### src/rtl/alu_pipe_if.sv
// Handshake and data bundle for alu_pipe: operand beat in, result beat plus flags out.
// The master modport is the operand sequencer / writeback side; slave is the ALU.
interface alu_pipe_if #(
    parameter int WIDTH = 8
);
    logic             in_valid;
    logic             in_ready;
    logic [WIDTH-1:0] a;
    logic [WIDTH-1:0] b;
    logic [2:0]       op;
    logic             out_valid;
    logic             out_ready;
    logic             oe;
    logic [WIDTH-1:0] y;
    logic             parity;
    logic             overflow;
    logic             greater;
    logic             is_eq;
    logic             less;
    logic             ovf_sticky;
    logic             ovf_clr;

    modport master (
        output in_valid, a, b, op, out_ready, oe, ovf_clr,
        input  in_ready, out_valid, y, parity, overflow, greater, is_eq, less, ovf_sticky
    );

    modport slave (
        input  in_valid, a, b, op, out_ready, oe, ovf_clr,
        output in_ready, out_valid, y, parity, overflow, greater, is_eq, less, ovf_sticky
    );
endinterface

### src/rtl/alu_pipe.sv
// Two-stage pipelined ALU with valid/ready handshake, status flags and a sticky overflow bit.
// Optional feature: define ALU_PIPE_SAT_EN to saturate ADD/SUB on signed overflow.
module alu_pipe #(
    parameter int WIDTH = 8
) (
    input  logic       clk,
    input  logic       rst_n,
    alu_pipe_if.slave  bus
);
    localparam int SHW = (WIDTH > 1) ? $clog2(WIDTH) : 1;
    localparam int MSB = WIDTH - 1;

    typedef enum logic [2:0] {
        OP_ADD  = 3'b000,
        OP_SUB  = 3'b001,
        OP_AND  = 3'b010,
        OP_XOR  = 3'b011,
        OP_OR   = 3'b100,
        OP_SHL  = 3'b101,
        OP_SHR  = 3'b110,
        OP_PASS = 3'b111
    } op_t;

    // Stage 1: captured operands
    logic             s1_valid_reg;
    logic [WIDTH-1:0] s1_a_reg;
    logic [WIDTH-1:0] s1_b_reg;
    op_t              s1_op_reg;

    // Stage 2: result and flags presented on the output
    logic             s2_valid_reg;
    logic [WIDTH-1:0] result_reg;
    logic             parity_reg;
    logic             overflow_reg;
    logic             greater_reg;
    logic             is_eq_reg;
    logic             less_reg;
    logic             ovf_sticky_reg;

    logic             s2_adv;
    logic             s1_adv;
    logic             accept;
    logic             deliver;

    logic [WIDTH-1:0] sum;
    logic [WIDTH-1:0] diff;
    logic [SHW-1:0]   shamt;
    logic             shift_ok;
    logic [WIDTH-1:0] result_next;
    logic             overflow_next;
    logic [WIDTH-1:0] par_chain;

    assign s2_adv  = !s2_valid_reg || bus.out_ready;
    assign s1_adv  = !s1_valid_reg || s2_adv;
    assign accept  = bus.in_valid && s1_adv;
    assign deliver = s2_valid_reg && bus.out_ready;

    assign sum      = s1_a_reg + s1_b_reg;
    assign diff     = s1_a_reg - s1_b_reg;
    assign shamt    = s1_b_reg[SHW-1:0];
    assign shift_ok = (32'(shamt) < 32'(WIDTH));

    always_comb begin
        result_next   = '0;
        overflow_next = 1'b0;
        case (s1_op_reg)
            OP_ADD: begin
                result_next   = sum;
                overflow_next = (s1_a_reg[MSB] == s1_b_reg[MSB]) && (sum[MSB] != s1_a_reg[MSB]);
            end
            OP_SUB: begin
                result_next   = diff;
                overflow_next = (s1_a_reg[MSB] != s1_b_reg[MSB]) && (diff[MSB] != s1_a_reg[MSB]);
            end
            OP_AND:  result_next = s1_a_reg & s1_b_reg;
            OP_XOR:  result_next = s1_a_reg ^ s1_b_reg;
            OP_OR:   result_next = s1_a_reg | s1_b_reg;
            OP_SHL:  result_next = shift_ok ? (s1_a_reg << shamt) : '0;
            OP_SHR:  result_next = shift_ok ? (s1_a_reg >> shamt) : '0;
            OP_PASS: result_next = s1_a_reg;
            default: result_next = '0;
        endcase
`ifdef ALU_PIPE_SAT_EN
        // Overflow direction always follows the sign of a for both ADD and SUB
        if (overflow_next) begin
            result_next = s1_a_reg[MSB] ? {1'b1, {(WIDTH-1){1'b0}}} : {1'b0, {(WIDTH-1){1'b1}}};
        end
`else
`endif
    end

    assign par_chain[0] = result_next[0];
    generate
        for (genvar gi = 1; gi < WIDTH; gi++) begin : g_parity
            assign par_chain[gi] = par_chain[gi-1] ^ result_next[gi];
        end
    endgenerate

    always_ff @(posedge clk or negedge rst_n) begin
        if (!rst_n) begin
            s1_valid_reg <= 1'b0;
            s1_a_reg     <= '0;
            s1_b_reg     <= '0;
            s1_op_reg    <= OP_ADD;
        end else if (s1_adv) begin
            s1_valid_reg <= bus.in_valid;
            if (accept) begin
                s1_a_reg  <= bus.a;
                s1_b_reg  <= bus.b;
                s1_op_reg <= op_t'(bus.op);
            end
        end
    end

    always_ff @(posedge clk or negedge rst_n) begin
        if (!rst_n) begin
            s2_valid_reg <= 1'b0;
            result_reg   <= '0;
            parity_reg   <= 1'b0;
            overflow_reg <= 1'b0;
            greater_reg  <= 1'b0;
            is_eq_reg    <= 1'b0;
            less_reg     <= 1'b0;
        end else if (s2_adv) begin
            s2_valid_reg <= s1_valid_reg;
            if (s1_valid_reg) begin
                result_reg   <= result_next;
                parity_reg   <= par_chain[WIDTH-1];
                overflow_reg <= overflow_next;
                greater_reg  <= s1_a_reg > s1_b_reg;
                is_eq_reg    <= s1_a_reg == s1_b_reg;
                less_reg     <= s1_a_reg < s1_b_reg;
            end
        end
    end

    // Clear has priority over a set arriving in the same cycle
    always_ff @(posedge clk or negedge rst_n) begin
        if (!rst_n) begin
            ovf_sticky_reg <= 1'b0;
        end else if (bus.ovf_clr) begin
            ovf_sticky_reg <= 1'b0;
        end else if (deliver && overflow_reg) begin
            ovf_sticky_reg <= 1'b1;
        end
    end

    assign bus.in_ready   = s1_adv;
    assign bus.out_valid  = s2_valid_reg;
    assign bus.y          = bus.oe ? result_reg : '0;
    assign bus.parity     = parity_reg;
    assign bus.overflow   = overflow_reg;
    assign bus.greater    = greater_reg;
    assign bus.is_eq      = is_eq_reg;
    assign bus.less       = less_reg;
    assign bus.ovf_sticky = ovf_sticky_reg;
endmodule

### src/flat_wrapper.sv
// flat-port wrapper written by rule: the top's interface ports become plain ports
module alu_pipe_flat 
#(
    parameter int WIDTH = 8
)
  (clk, rst_n, bus_in_valid, bus_a, bus_b, bus_op, bus_out_ready, bus_oe, bus_ovf_clr, bus_in_ready, bus_out_valid, bus_y, bus_parity, bus_overflow, bus_greater, bus_is_eq, bus_less, bus_ovf_sticky);
  alu_pipe_if #(.WIDTH(WIDTH)) bus_i ();
  input  logic clk;
  input  logic rst_n;
  input wire logic [$bits(bus_i.in_valid)-1:0] bus_in_valid;
  input wire logic [$bits(bus_i.a)-1:0] bus_a;
  input wire logic [$bits(bus_i.b)-1:0] bus_b;
  input wire logic [$bits(bus_i.op)-1:0] bus_op;
  input wire logic [$bits(bus_i.out_ready)-1:0] bus_out_ready;
  input wire logic [$bits(bus_i.oe)-1:0] bus_oe;
  input wire logic [$bits(bus_i.ovf_clr)-1:0] bus_ovf_clr;
  output wire logic [$bits(bus_i.in_ready)-1:0] bus_in_ready;
  output wire logic [$bits(bus_i.out_valid)-1:0] bus_out_valid;
  output wire logic [$bits(bus_i.y)-1:0] bus_y;
  output wire logic [$bits(bus_i.parity)-1:0] bus_parity;
  output wire logic [$bits(bus_i.overflow)-1:0] bus_overflow;
  output wire logic [$bits(bus_i.greater)-1:0] bus_greater;
  output wire logic [$bits(bus_i.is_eq)-1:0] bus_is_eq;
  output wire logic [$bits(bus_i.less)-1:0] bus_less;
  output wire logic [$bits(bus_i.ovf_sticky)-1:0] bus_ovf_sticky;
  assign bus_i.in_valid = bus_in_valid;
  assign bus_i.a = bus_a;
  assign bus_i.b = bus_b;
  assign bus_i.op = bus_op;
  assign bus_i.out_ready = bus_out_ready;
  assign bus_i.oe = bus_oe;
  assign bus_i.ovf_clr = bus_ovf_clr;
  assign bus_in_ready = bus_i.in_ready;
  assign bus_out_valid = bus_i.out_valid;
  assign bus_y = bus_i.y;
  assign bus_parity = bus_i.parity;
  assign bus_overflow = bus_i.overflow;
  assign bus_greater = bus_i.greater;
  assign bus_is_eq = bus_i.is_eq;
  assign bus_less = bus_i.less;
  assign bus_ovf_sticky = bus_i.ovf_sticky;
  alu_pipe #(.WIDTH(WIDTH)) u_core (.clk(clk), .rst_n(rst_n), .bus(bus_i));
endmodule
### config.mk
export PLATFORM = sky130hd
export DESIGN_NAME = alu_pipe_flat
export DESIGN_NICKNAME = d
export VERILOG_FILES = /design/src/rtl/alu_pipe_if.sv /design/src/rtl/alu_pipe.sv /design/src/flat_wrapper.sv
export SDC_FILE = /design/constraint.sdc
export NUM_CORES = 1
export LEC_CHECK = 0
export ABC_CLOCK_PERIOD_IN_PS = 6700
export BUFFER_PORTS_ARGS = -buffer_cell sky130_fd_sc_hd__buf_4
export CORE_ASPECT_RATIO = 1.75
export CORE_MARGIN = 5
export CORE_UTILIZATION = 50
export CTS_BUF_LIST = sky130_fd_sc_hd__clkbuf_8
export DETAILED_ROUTE_END_ITERATION = 16
export PLACE_DENSITY = 0.77
export SLEW_MARGIN = 20
export SYNTH_ARGS = -nofsm -noshare
export SYNTH_HDL_FRONTEND = slang
export SYNTH_SLANG_ARGS = --single-unit
### constraint.sdc
create_clock -name clk -period 6.7 [get_ports clk]
set_clock_uncertainty 0.1 [all_clocks]
set_input_delay 0.67 -clock clk [delete_from_list [all_inputs] [get_ports clk]]
set_output_delay 0.67 -clock clk [all_outputs]
set_load 0.01 [all_outputs]
# ---- Yosys cells after proc, flatten, opt, wreduce, memory -nomap -nowiden
# Index checks and enable logic that the tools add are counted.
dict set report op_classes {
  add_sub_neg 2
  n_lt_le_gt_ge 2
  eq_ne 12
  n_shift 2
  mux 5
  bitwise_logic 10
  n_reduce_logical 13
}
# op n
set ops {}
lappend ops {{$pmux W8 S8} 1}
lappend ops {{$eq A3 B3 Y1 const B} 4}
lappend ops {{$add A8 B8 Y8} 1}
lappend ops {{$and A8 B8 Y8} 1}
lappend ops {{$eq A8 B8 Y1} 1}
lappend ops {{$gt A8 B8 Y1} 1}
lappend ops {{$lt A8 B8 Y1} 1}
lappend ops {{$mux W8} 1}
lappend ops {{$or A8 B8 Y8} 1}
lappend ops {{$shl A8 B3 Y8} 1}
lappend ops {{$shr A8 B3 Y8} 1}
lappend ops {{$sub A8 B8 Y8} 1}
lappend ops {{$xor A8 B8 Y8} 1}
lappend ops {{$xor A1 B1 Y1} 7}
lappend ops {{$eq A3 B2 Y1 const B} 2}
lappend ops {{$logic_and A1 B1 Y1} 5}
lappend ops {{$reduce_and A2 Y1} 2}
lappend ops {{$eq A3 B1 Y1 const B} 1}
lappend ops {{$logic_not A3 Y1} 1}
lappend ops {{$ne A1 B1 Y1} 3}
lappend ops {{$logic_not A1 Y1} 2}
lappend ops {{$logic_or A1 B1 Y1} 2}
lappend ops {{$mux W1} 2}
lappend ops {{$pmux W1 S2} 1}
lappend ops {{other kinds (2)} 2}
dict set report totals {
  reg_bits 35
  input_bits 25
  out_inout_bits 16
  word_cells 58
}

# ---- Logic depth before layout (Yosys ltp)
dict set report depth {
  ltp_word 9
  depth_mapped 14
  depth_no_buf 13
}

# ---- Worst setup path before layout
# OpenSTA, ideal clock, no wires.
dict set report synth_timing {
  path_type {register -> register}
  from {reg u_core.s1_a_reg[0]}
  to {reg u_core.parity_reg, in the netlist u_core.bus.parity}
  setup_ns 0.131
  arrival_ns 3.035
  t_required_ns 6.469
  path_slack_ns 3.434
  path_stages_with_launch 14
  n_path_buf 0
  synth_period_minus_slack_ns 3.266
  path_cell_list {dfrtp_1 -> inv_1 -> ha_1 -> fa_1 -> xor2_1 -> a221o_1 -> a211oi_1 -> a22oi_1 -> xor2_1 -> xnor2_1 -> xnor2_1 -> xnor3_1 -> xor2_1 -> o21ai_1}
}
dict set report synth_between {
  elab_chain_cells 9
  word_cells_on_any_way 15
  cone_classes {add/sub (2); shift (2); mux (1); bitwise (10)}
}
# item line_no
set synth_rtl {}
lappend synth_rtl {{start, declared} alu_pipe.sv:26} ;# logic [WIDTH-1:0] s1_a_reg;
lappend synth_rtl {{start signal, assigned} alu_pipe.sv:108} ;# s1_a_reg <= bus.a;
lappend synth_rtl {{$sub A8 B8 Y8 (tied with other cells)} alu_pipe.sv:59} ;# assign diff = s1_a_reg - s1_b_reg;
lappend synth_rtl {{$pmux W8 S8 (*)} alu_pipe.sv:66} ;# case (s1_op_reg)
lappend synth_rtl {{$xor A1 B1 Y1 (6 in series)} alu_pipe.sv:95} ;# assign par_chain[gi] = par_chain[gi-1] ^ result_next[gi];
lappend synth_rtl {{$xor A1 B1 Y1 (*)} alu_pipe.sv:95}
lappend synth_rtl {{end signal, assigned} alu_pipe.sv:128} ;# parity_reg <= par_chain[WIDTH-1];
lappend synth_rtl {{end, declared} alu_pipe.sv:33} ;# logic parity_reg;
# Mark *: on every way between the ends. The rest lies on a longest branch, timed or not.
# A chain may end at the register's enable or synchronous reset.

# ---- Worst setup path in the final report
dict set report layout_timing {
  from {reg u_core.s1_b_reg[0]}
  to {reg u_core.parity_reg, in the netlist u_core.bus.parity}
}
dict set report layout_between {
  elab_chain_cells 9
  word_cells_on_any_way 15
  cone_classes {add/sub (2); shift (2); mux (1); bitwise (10)}
}
# item line_no
set layout_rtl {}
lappend layout_rtl {{start, declared} alu_pipe.sv:27} ;# logic [WIDTH-1:0] s1_b_reg;
lappend layout_rtl {{start signal, assigned} alu_pipe.sv:109} ;# s1_b_reg <= bus.b;
lappend layout_rtl {{$sub A8 B8 Y8 (tied with other cells)} alu_pipe.sv:59}
lappend layout_rtl {{$pmux W8 S8 (*)} alu_pipe.sv:66}
lappend layout_rtl {{$xor A1 B1 Y1 (6 in series)} alu_pipe.sv:95}
lappend layout_rtl {{$xor A1 B1 Y1 (*)} alu_pipe.sv:95}
# Marked as above.

==> impl_metrics.yaml <==
detailed_routing:
  postRouteAntennaNets: 0
  viasPerCell: 5.98
  wl_met2_mm: 4.09
  route.met3.wl_um: 402
  detail_route.wirelength_mm: 7.57
  drt_iter0_markers: 90
  vias: 2645
  dr.pass1.iters: 4
  dr.max_layer_used: "met4"
  met1_length_mm: 2.75
  drc: 0
  wl_per_cell_um: 17.1
die:
  die_height_um: 116
  rows: 38
  die_x_um: 70.4
  ioPinCount: 41
  core_sq_um: 6230
  start_util: 0.513
  dieArea_sq_um: 8150
worst_setup_path:
  end_kind: "flip-flop"
  crit_start: "u_core.s1_b_reg[0]"
  path_class: "flip-flop to flip-flop"
  cp-start-kind: "flip-flop"
  crit_slowest_cell: "dfrtp_1"
  r2r-start: "u_core.s1_b_reg[0]"
  arrival_ns: 3.91
  crit_top_cell: "xor2_1"
  slowest_delay_ns: 0.65
  r2r_cells: 12
  cp.required_ns: 6.82
  crit_chain: "ha_1 -> fa_1 -> xor2_1 -> a221o_1 -> a211oi_1 -> a22oi_1 -> xor2_1 -> xnor2_1 -> xnor2_1 -> xnor3_1 -> xor2_1 -> o21ai_1"
  crit_end: "u_core.bus.parity"
  r2r_slack_ns: 2.92
  worst_r2r_endpoint: "u_core.bus.parity"
  crit_fanout: 19
worst_hold_path:
  min_path_type: "primary input to asynchronous set/reset pin"
status:
  status: "finished, final reports clean"
logic_synthesis:
  ys_warn_count: 0
  yosys.cell_types.count: 57
  synth-async-reset-ratio: 1.00
  synthesis.area_sq_um: 3200
  syn_inst: 337
  synth-seq-cells: 35
  synth-compound-area-share: 0.163
  synth_ff_type: "dfrtp_1"
  synth_top_family_by_area: "multiplexers"
  yosysSeqAreaShare: 0.274
  yosys.area.top_type_share: 0.274
  synth_edf_count: 0
  yosysTopAreaCell: "dfrtp_1"
  yosys.area_share.simple: 0.150
  syn_area_per_cell_sq_um: 9.48
  synthAdderAreaFrac: 0.118
  synth_xor_area_frac: 0.0262
  syn_nets: 391
  muxShareOfSynthArea: 0.195
  synth.top_cells.by_area: "dfrtp_1, ha_1, mux2_2"
final_layout:
  final_nets: 415
  n_fill_cell: 558
  n_antenna_cell: 0
  fin_util: 0.578
  drive_gt1_frac: 0.238
  fin_cells: 442
  syn_to_final_growth_pct: 12.6
global_route:
  grt_pass1_wl_mm: 12.3
  overflow: 0
  grt_max_degree: 36
  grt_usage: 0.192
  antenna_found_initial: 0
  grt_pass1_vias: 2661
clocking:
  path_clk_slew_ns: 0.07
  post_cts_buffers: 0
  cts.path.max_buffers: 2
  htreeDepth: 2
  root_buffer: "clkbuf_8"
  cts.sinks: 35
  hold_buffers: 0
  clkLatencyLatePin_ns: 0.30
  cts_resized: 0
  cts_tree: "built"
  numCtsBuffers: 5
timing:
  setup_viol: 0
  fin_crit_ns: 3.78
  worst_pin_slew_ns: 0.962
  rsz0062_at_grt: "false"
  finalHoldViolCount: 0
  fin_crit_sh: 0.565
  clock.fmax_ghz: 0.264
  slew-limit-headroom: 0.359
  finalSetupTns_ns: 0
  drv_slew: 0
place:
  io_buffers: 40
  dp.cells: 434
  gp_congestion: 0.907
  hpwl_mm: 5.69
run:
  max_cap_violations: 0
power_and_ir_drop:
  leakage_uw: 0.00166
  p_per_area_nw_per_um2: 302
  ir_drop_mv: 0.188
## logic make-up (layout without fill, tap and decap cells)
family / Yosys count / after routing
compound gates: 78 / 78
xor+xnor: 8 / 8
fa+ha+maj: 29 / 29
buf+inv: 49 / 74
flops: 35 / 35
mux: 48 / 48
simple gates: 90 / 90
## per-layer routing
layer,vias to the layer above,GRT usage
li1,1259,-
met1,1255,0.196
met2,103,0.350
met3,28,0.0347
met4,0,0.128
met5,-,0
## synth_stat cells, types with 2 or more instances
| cell type | n |
|---|---|
| xnor2_1 | 3 |
| dfrtp_1 | 35 |
| ha_1 | 27 |
| nand2_1 | 30 |
| or4_1 | 2 |
| nand2b_1 | 6 |
| o21ai_1 | 2 |
| o22ai_1 | 8 |
| mux4_2 | 6 |
| mux4_1 | 2 |
| buf_4 | 6 |
| nand3_1 | 5 |
| a32oi_1 | 2 |
| o21ai_0 | 11 |
| and3_1 | 3 |
| o22a_1 | 4 |
| buf_6 | 2 |
| and2_1 | 8 |
| xor2_1 | 4 |
| nor2b_1 | 5 |
| nand3b_1 | 2 |
| mux2i_1 | 11 |
| fa_1 | 2 |
| nor3b_1 | 4 |
| nor3_1 | 6 |
| inv_1 | 25 |
| a211o_1 | 2 |
| o211ai_1 | 2 |
| a211oi_1 | 4 |
| o21bai_1 | 3 |
| a221oi_1 | 2 |
| nor2_1 | 12 |
| o31ai_1 | 6 |
| o221ai_1 | 2 |
| buf_2 | 7 |
| a21oi_1 | 18 |
| a21o_1 | 3 |
| clkbuf_1 | 7 |
| mux2_2 | 29 |
| a22oi_1 | 2 |
## power breakdown
part	internal, uW	total (uW)	switching, uW
clock network	147	226	79.3
logic	272	523	251
registers	260	337	76.7
## how the worst min path moves through the flow
stage	from	to	depth (start not counted)
after floorplan	rst_n	u_core.bus.greater	0
after global placement	u_core.result_reg[6]	u_core.result_reg[6]	2
after detailed placement	u_core.result_reg[5]	u_core.result_reg[5]	2
after CTS	rst_n	u_core.s1_a_reg[3]	1
after global routing	rst_n	u_core.s1_b_reg[2]	1
final	rst_n	u_core.s1_b_reg[2]	1
## layout by cell type, fill, tap and decap left out, types with 3 or more instances in the layout
cell type / netlist / final
nor2_1: 12 / 12
nand2_1: 30 / 30
a21o_1: 3 / 3
nand2b_1: 6 / 6
nor2b_1: 5 / 5
o21bai_1: 3 / 3
mux2i_1: 11 / 11
o31ai_1: 6 / 6
xor2_1: 4 / 4
ha_1: 27 / 27
nor3b_1: 4 / 4
and3_1: 3 / 3
nor3_1: 6 / 6
and2_1: 8 / 8
xnor2_1: 3 / 3
o21ai_0: 11 / 11
mux4_2: 6 / 6
inv_1: 25 / 26
o22ai_1: 8 / 8
a211oi_1: 4 / 4
buf_4: 6 / 41
a21oi_1: 18 / 18
dfrtp_1: 35 / 35
nand3_1: 5 / 5
clkbuf_8: 0 / 5
mux2_2: 29 / 29
o22a_1: 4 / 4
## metrics by stage
| stage | setup slack [ns] | total power, uW | hold WS (ns) | cell area [sq um] |
|---|---|---|---|---|
| 6_report | 2.92 | 1090 | 0.216 | 3600 |
| 5_1_grt | 2.71 | 1160 | 0.266 | 3600 |
| 4_1_cts | 2.90 | 1090 | 0.231 | 3600 |
| 3_5_place_dp | 2.92 | 861 | 0.362 | 3470 |
| 3_3_place_gp | 3.02 | 849 | 0.355 | 3470 |
| 2_1_floorplan | 3.43 | 731 | 0.274 | 3200 |
## critical path: cells and delay by family, from the launching register on
family | cells | cell delay, ns
flops | 1 | 0.65
xor+xnor | 6 | 1.26
compound gates | 4 | 0.83
fa+ha+maj | 2 | 0.86
## cell type report
class	count	area, sq um	area share
Tap cell	80	100	0.0278
Multi-Input combinational cell	253	2090	0.580
Inverter	25	93.8	0.0261
Sequential cell	35	876	0.243
Clock buffer	5	68.8	0.0191
Clock inverter	3	63.8	0.0177
Timing Repair Buffer	41	308	0.0855
No activity file was read; power rests on OpenSTA's default activity.
